### config.mk
export PLATFORM = sky130hd
export DESIGN_NAME = scariv_vlsu_replay_issue_ctrl
export DESIGN_NICKNAME = d
export VERILOG_FILES = /design/src/rtl/scariv_vlsu_replay_issue_ctrl.sv
export SDC_FILE = /design/constraint.sdc
export NUM_CORES = 1
export LEC_CHECK = 0
export ABC_AREA = 1
export CAP_MARGIN = 20
export CORE_AREA = 5 5 163 134
export CTS_BUF_LIST = sky130_fd_sc_hd__clkbuf_2
export CTS_CLUSTER_SIZE = 16
export DETAILED_ROUTE_END_ITERATION = 8
export DIE_AREA = 0 0 168 139
export PLACE_DENSITY = 0.81
export SKIP_CTS_REPAIR_TIMING = 1
export SLEW_MARGIN = 20
export SYNTH_ARGS = -nofsm -noshare
export SYNTH_HDL_FRONTEND = slang
export SYNTH_SLANG_ARGS = --single-unit
### constraint.sdc
create_clock -name i_clk -period 2.2 [get_ports i_clk]
set_input_delay 0.44 -clock i_clk [delete_from_list [all_inputs] [get_ports i_clk]]
set_output_delay 0.44 -clock i_clk [all_outputs]
set_load 0.005 [all_outputs]
### src/rtl/scariv_vlsu_replay_issue_ctrl.sv
// scariv_vlsu_replay_issue_ctrl: replay/issue arbitration into EX0-EX2 with hazard push and replay-queue credit tracking
module scariv_vlsu_replay_issue_ctrl #(
  parameter int RQ_SIZE   = 8,
  parameter int CMT_ID_W  = 6,
  parameter int GRP_ID_W  = 4,
  parameter int PAYLOAD_W = 64,
  parameter int HAZ_TYP_W = 3,
  parameter int HAZ_IDX_W = 8,
  localparam int CW       = $clog2(RQ_SIZE + 1)
) (
  input  logic                 i_clk,
  input  logic                 i_reset,
  input  logic                 i_iss_valid,
  output logic                 o_iss_ready,
  input  logic [CMT_ID_W-1:0]  i_iss_cmt_id,
  input  logic [GRP_ID_W-1:0]  i_iss_grp_id,
  input  logic [PAYLOAD_W-1:0] i_iss_payload,
  input  logic                 i_rpl_valid,
  output logic                 o_rpl_ready,
  input  logic [CMT_ID_W-1:0]  i_rpl_cmt_id,
  input  logic [GRP_ID_W-1:0]  i_rpl_grp_id,
  input  logic [PAYLOAD_W-1:0] i_rpl_payload,
  input  logic                 i_rq_pop,
  input  logic                 i_flush,
  input  logic                 i_ex2_haz_valid,
  input  logic [HAZ_TYP_W-1:0] i_ex2_haz_typ,
  input  logic [HAZ_IDX_W-1:0] i_ex2_haz_index,
  output logic                 o_ex0_valid,
  output logic [CMT_ID_W-1:0]  o_ex0_cmt_id,
  output logic [GRP_ID_W-1:0]  o_ex0_grp_id,
  output logic [PAYLOAD_W-1:0] o_ex0_payload,
  output logic                 o_ex2_valid,
  output logic [CMT_ID_W-1:0]  o_ex2_cmt_id,
  output logic [GRP_ID_W-1:0]  o_ex2_grp_id,
  output logic                 o_done_valid,
  output logic [CMT_ID_W-1:0]  o_done_cmt_id,
  output logic [GRP_ID_W-1:0]  o_done_grp_id,
  output logic                 o_haz_valid,
  output logic [CMT_ID_W-1:0]  o_haz_cmt_id,
  output logic [GRP_ID_W-1:0]  o_haz_grp_id,
  output logic [PAYLOAD_W-1:0] o_haz_payload,
  output logic [HAZ_TYP_W-1:0] o_haz_typ,
  output logic [HAZ_IDX_W-1:0] o_haz_index,
  input  logic                 i_haz_full,
  output logic [CW-1:0]        o_credits
);
  typedef struct packed {
    logic                 v;
    logic [CMT_ID_W-1:0]  cmt;
    logic [GRP_ID_W-1:0]  grp;
    logic [PAYLOAD_W-1:0] pl;
  } stage_t;
  stage_t [2:0] st_q, st_d;
  logic [CW-1:0] credits_q, credits_d;
  logic [1:0] inflight;
  logic acc_rpl, acc_iss;
  // Issue only while every in-flight op could still find a free replay slot.
  always_comb begin
    inflight    = {1'b0, st_q[0].v} + {1'b0, st_q[1].v} + {1'b0, st_q[2].v};
    o_rpl_ready = !i_flush;
    o_iss_ready = !i_flush && !i_rpl_valid && (credits_q > CW'(inflight));
    acc_rpl     = i_rpl_valid && !i_flush;
    acc_iss     = i_iss_valid && o_iss_ready;
    st_d[0]     = acc_rpl ? {1'b1, i_rpl_cmt_id, i_rpl_grp_id, i_rpl_payload} :
                  acc_iss ? {1'b1, i_iss_cmt_id, i_iss_grp_id, i_iss_payload} : '0;
    st_d[1]     = st_q[0];
    st_d[1].v   = st_q[0].v && !i_flush;
    st_d[2]     = st_q[1];
    st_d[2].v   = st_q[1].v && !i_flush;
    o_haz_valid  = st_q[2].v && !i_flush && i_ex2_haz_valid;
    o_done_valid = st_q[2].v && !i_flush && !i_ex2_haz_valid;
    credits_d    = credits_q + CW'(i_rq_pop) - CW'(o_haz_valid);
  end
  always_ff @(posedge i_clk) begin
    if (i_reset) begin
      st_q      <= '0;
      credits_q <= CW'(RQ_SIZE);
    end else begin
      st_q      <= st_d;
      credits_q <= credits_d;
      assert (credits_q <= CW'(RQ_SIZE));
      assert (!(credits_q == '0 && o_haz_valid && !i_rq_pop));
      assert (!(credits_q == CW'(RQ_SIZE) && i_rq_pop && !o_haz_valid));
      assert (!(o_haz_valid && i_haz_full));
    end
  end
  assign o_ex0_valid   = st_q[0].v;
  assign o_ex0_cmt_id  = st_q[0].cmt;
  assign o_ex0_grp_id  = st_q[0].grp;
  assign o_ex0_payload = st_q[0].pl;
  assign o_ex2_valid   = st_q[2].v;
  assign o_ex2_cmt_id  = st_q[2].cmt;
  assign o_ex2_grp_id  = st_q[2].grp;
  assign o_done_cmt_id = st_q[2].cmt;
  assign o_done_grp_id = st_q[2].grp;
  assign o_haz_cmt_id  = st_q[2].cmt;
  assign o_haz_grp_id  = st_q[2].grp;
  assign o_haz_payload = st_q[2].pl;
  assign o_haz_typ     = o_haz_valid ? i_ex2_haz_typ : '0;
  assign o_haz_index   = o_haz_valid ? i_ex2_haz_index : '0;
  assign o_credits     = credits_q;
endmodule
Word level (Yosys, flattened, before mapping)
Index checks and enable logic that the tools add are counted.
{ "totals": {"reg_bits": 229, "latchBits": 0, "ramBits": 0, "rom_bits": 0, "out_inout_bits": 189, "wordCells": 34, "n_memories": 0} }
{ "op_classes": {"add_sub_neg": 4, "multipliers": 0, "div_mod_pow": 0, "magnitude_cmp": 1, "n_eq_ne": 0, "shift": 0, "n_mux": 4, "n_bitwise": 0, "n_reduce_logical": 12} }
{ "op_table": {"columns": ["op", "n"], "rows": [
  ["$mux W75", 2],
  ["$logic_and A1 B1 Y1", 9],
  ["$mux W8", 1],
  ["$add A4 B1 Y4", 1],
  ["$gt A4 B2 Y1", 1],
  ["$sub A4 B1 Y4", 1],
  ["$logic_not A1 Y1", 3],
  ["$mux W3", 1],
  ["$add A1 B1 Y2", 1],
  ["$add A2 B1 Y2", 1]
]} }

Longest topological paths before layout
{ "depth": {"depth_word": 7, "mapped_depth": 13, "depth_no_buf": 12} }

Worst setup path after synthesis
OpenSTA, ideal clock, no wires.
{ "synth_path": {"path_kind": "input port to flip-flop", "startpoint": "in i_flush", "endpoint": "reg credits_q[2], in the netlist o_credits[2]", "setup_time_ns": 0.117, "t_arrival_ns": 2.027, "required_ns": 2.083, "slack_ns": 0.056, "cell_stages": 11, "path_buffers": 1, "path_cell_list": "inv_2 nand3_1 clkbuf_1 inv_1 ha_1 inv_1 ha_1 inv_1 fa_1 xor2_1 nor2_1"} }
{ "synth_between": {"elab_chain_len": 4} }
{ "synth_lines": {"columns": ["item", "line", "source"], "rows": [
  ["start, declared", "24", "input logic i_flush,"],
  ["$logic_not A1 Y1", "70", "o_haz_valid = st_q[2].v && !i_flush && i_ex2_haz_valid;"],
  ["$logic_and A1 B1 Y1 (2 in series)", "70", null],
  ["via o_haz_valid", "38", "output logic o_haz_valid,"],
  ["$sub A4 B1 Y4", "72", "credits_d = credits_q + CW'(i_rq_pop) - CW'(o_haz_valid);"],
  ["end signal, assigned", "77", "credits_q <= CW'(RQ_SIZE);"],
  ["end signal, assigned", "80", "credits_q <= credits_d;"],
  ["end, declared", "54", "logic [CW-1:0] credits_q, credits_d;"]
]} }
The timed path passes the listed nets, and every way through them passes these cells.
A chain may end at the register's enable or synchronous reset.

Worst setup path after layout
{ "layout_path": {"startpoint": "reg st_q, in the netlist o_ex2_valid", "endpoint": "out o_iss_ready"} }
{ "layout_between": {"elab_chain_len": 3} }
{ "layout_lines": {"columns": ["item", "line", "source"], "rows": [
  ["start, declared", "53", "stage_t [2:0] st_q, st_d;"],
  ["start signal, assigned", "79", "st_q <= st_d;"],
  ["$add A2 B1 Y2", "59", "inflight = {1'b0, st_q[0].v} + {1'b0, st_q[1].v} + {1'b0, st_q[2].v};"],
  ["$gt A4 B2 Y1", "61", "o_iss_ready = !i_flush && !i_rpl_valid && (credits_q > CW'(inflight));"],
  ["$logic_and A1 B1 Y1", "61", null],
  ["end, declared", "14", "output logic o_iss_ready,"]
]} }
No other way between the ends.

==> impl_metrics.yaml <==
placement:
  post-place-ws_ns: -0.1794
  portBuffers: 354
  place_hpwl_um: 14870
  gp_congestion: 0.8116
setup_path:
  cp_max_fo: 2
  arrival_ns: 2.22
  r2r-start: "o_ex2_valid"
  r2r-end: "o_ex0_payload[17]"
  path_class: "flop to output pin"
  r2r_slack_ns: 0.22
  critPathRequiredTime_ns: 1.76
  crit_path_start_kind: "flop"
  critPathCaptureType: "output pin"
  worst_r2r_path_depth: 8
global_route:
  grt-ovfl-total: 0
  grtUsageTotal: 0.1567
  antenna_found_initial: 3
  grt_max_degree: 67
  grt_pass1_vias: 6124
  grt_pass1_wl_um: 29570
job:
  cap_violations: 0
routing:
  wl_um: 19480
  wl_per_cell_um: 13.15
  vias_per_cell: 4.078
  ant_nets: 0
  dr_total_vias: 6044
  drcViolationCount: 0
  dr.pass1.iters: 4
  drt_first_iter_violations: 168
logic_synthesis:
  ys_seq_area_frac: 0.5284
  synth_top_area_frac: 0.5284
  ys.warnings.count: 0
  synthesis.nets: 1126
  ys_types: 19
  synth_largest_area_cell: "dfxtp_1"
  synth.ff_latch_count: 229
  ys_top_cells_by_area: "dfxtp_1, buf_4, nor2_1"
  post_synth.cell_area_avg_um2: 9.132
  synthCells: 950
  syn_area_um2: 8676
cts:
  clk_latency_ns: 0.73
  clockBufferDepth: 3
  cts_tree: "done"
  htreeDepth: 2
  clockRootBuffer: "clkbuf_2"
  clkTransAtPathRegs_ns: 0.12
  clock-sinks: 229
  numCtsBuffers: 53
cells_and_area:
  drive_gt1_frac: 0.1289
  area_growth_pct: 36.92
  nNetsFinal: 1360
timing:
  relSlewSlack: 0.5800
  skew_ns: 0.04397
  final.period_utilization: 1.210
  fmax_mhz: 375.6
  hold_viol: 0
  period_needed_ns: 2.662
  finalSetupViolations: 10
  grt_setup_unrepaired: "true"
  setup_ws_ns: -0.4621
  worst_pin_slew_ns: 0.6300
  final_max_slew_viol_count: 0
power_and_ir_drop:
  leakagePower_nw: 5.754
  powerDensity_nw_per_um2: 655.5
  ir_drop_v: 0.0003418
  power_mw: 7.786
floorplanning:
  rows: 47
  chipWidth_um: 168
  top_level_ports: 356
  die_area_um2: 23350
  dieHeight_um: 139
  core_um2: 20170
  start_util: 0.4301
hold_path:
  hold_start: "i_rpl_payload[39]"
  whs_path_depth: 3
  hp-class: "primary input to flop"
  min_to: "o_ex0_payload[39]"
outcome:
  violations: "setup timing"
  outcome: "finished with violations"
through the flow:
step	hold WS [ns]	utilization	instances	setup TNS, ns	instance area (um^2)
floorplan	0.3883	-	950	0	8676
global placement	0.3886	0.5533	1385	-0.7475	11160
detailed placement	0.3924	0.5533	1385	-1.208	11160
CTS	-0.07099	0.5742	1466	-6.889	11580
global route	0.2039	0.5889	1482	-3.198	11880
finish	0.3201	0.5889	1482	-1.353	11880
final cells by class:
| cell class | count | area [um^2] |
|---|---|---|
| Fill cell | 1729 | 8292 |
| Sequential cell | 229 | 4612 |
| Timing Repair Buffer | 381 | 3865 |
| Multi-Input combinational cell | 343 | 1974 |
| Inverter | 176 | 660.6 |
| Clock buffer | 73 | 365.4 |
| Tap cell | 269 | 336.6 |
| Clock inverter | 8 | 57.56 |
| Antenna cell | 3 | 7.507 |
metal layers:
layer	part of all wire	vias to the layer above	GRT usage
li1	-	3091	-
met1	0.35	2694	0.1490
met2	0.53	213	0.2893
met3	0.091	46	0.06498
met4	0.030	0	0.07686
met5	0	-	0
worst max-delay path: stages, from the launching register on:
cell and delay, ns:
dfxtp_2 0.35, fa_1 0.60, ha_4 0.15, inv_2 0.03, nand2_2 0.05, nand3_2 0.06
and3_4 0.18, buf_6 0.11
cells in the mapped netlist:
| library cell | instances |
|---|---|
| nor2_1 | 242 |
| dfxtp_1 | 229 |
| inv_1 | 174 |
| buf_4 | 169 |
| mux2i_1 | 74 |
| buf_2 | 10 |
| clkbuf_1 | 10 |
| nand2_1 | 10 |
| buf_12 | 7 |
| ha_1 | 7 |
| buf_6 | 6 |
| nand3_1 | 3 |
| fa_1 | 2 |
| inv_2 | 2 |
| a21oi_1 | 1 |
| and3_1 | 1 |
| nand2_4 | 1 |
| nand4_1 | 1 |
| xor2_1 | 1 |
state kept, by name (all words and copies together), names as in the netlist:
signal         flops
o_credits          4
o_done_cmt_id      6
o_done_grp_id      4
o_ex0_cmt_id       6
o_ex0_grp_id       4
o_ex0_payload     64
o_ex0_valid        1
o_ex2_valid        1
o_haz_payload     64
st_d              74
st_q               1
power by group:
| part | internal (mW) | switching, mW |
|---|---|---|
| Combinational | 0.615 | 0.390 |
| Sequential | 4.29 | 0.0590 |
| Clock | 0.983 | 1.45 |
cells in the final DEF, fill, tap and decap left out, drive strengths merged, types with 2 or more instances in the layout:
cell type and n:
buf 38, clkbuf 74, clkdlybuf4s50 308, clkinv 7, dfxtp 229, diode 3
dlymetal6s2s 33, fa 2, ha 7, inv 176, mux2i 74, nand2 11
nand3 3, nor2 242
cells by family (layout without fill, tap and decap cells):
kind of cell	after synthesis	count (layout)	share of synthesized area
buf+inv	378	638	0.2564
fa+ha+maj	9	9	0.01471
compound gates	1	1	0.0005763
xor+xnor	1	1	0.001010
other cells	0	3	0
flops	229	229	0.5284
mux	74	74	0.08538
simple gates	258	258	0.1135
worst max-delay path by stage:
stage           startpoint      endpoint
6_report       o_ex2_valid   o_iss_ready
5_1_grt        o_ex2_valid   o_iss_ready
2_1_floorplan      i_flush  o_credits[2]
4_1_cts        o_ex0_valid   o_iss_ready
3_5_place_dp       i_flush  o_credits[2]
3_3_place_gp       i_flush  o_credits[2]
Power figures use the tool's default switching activity.
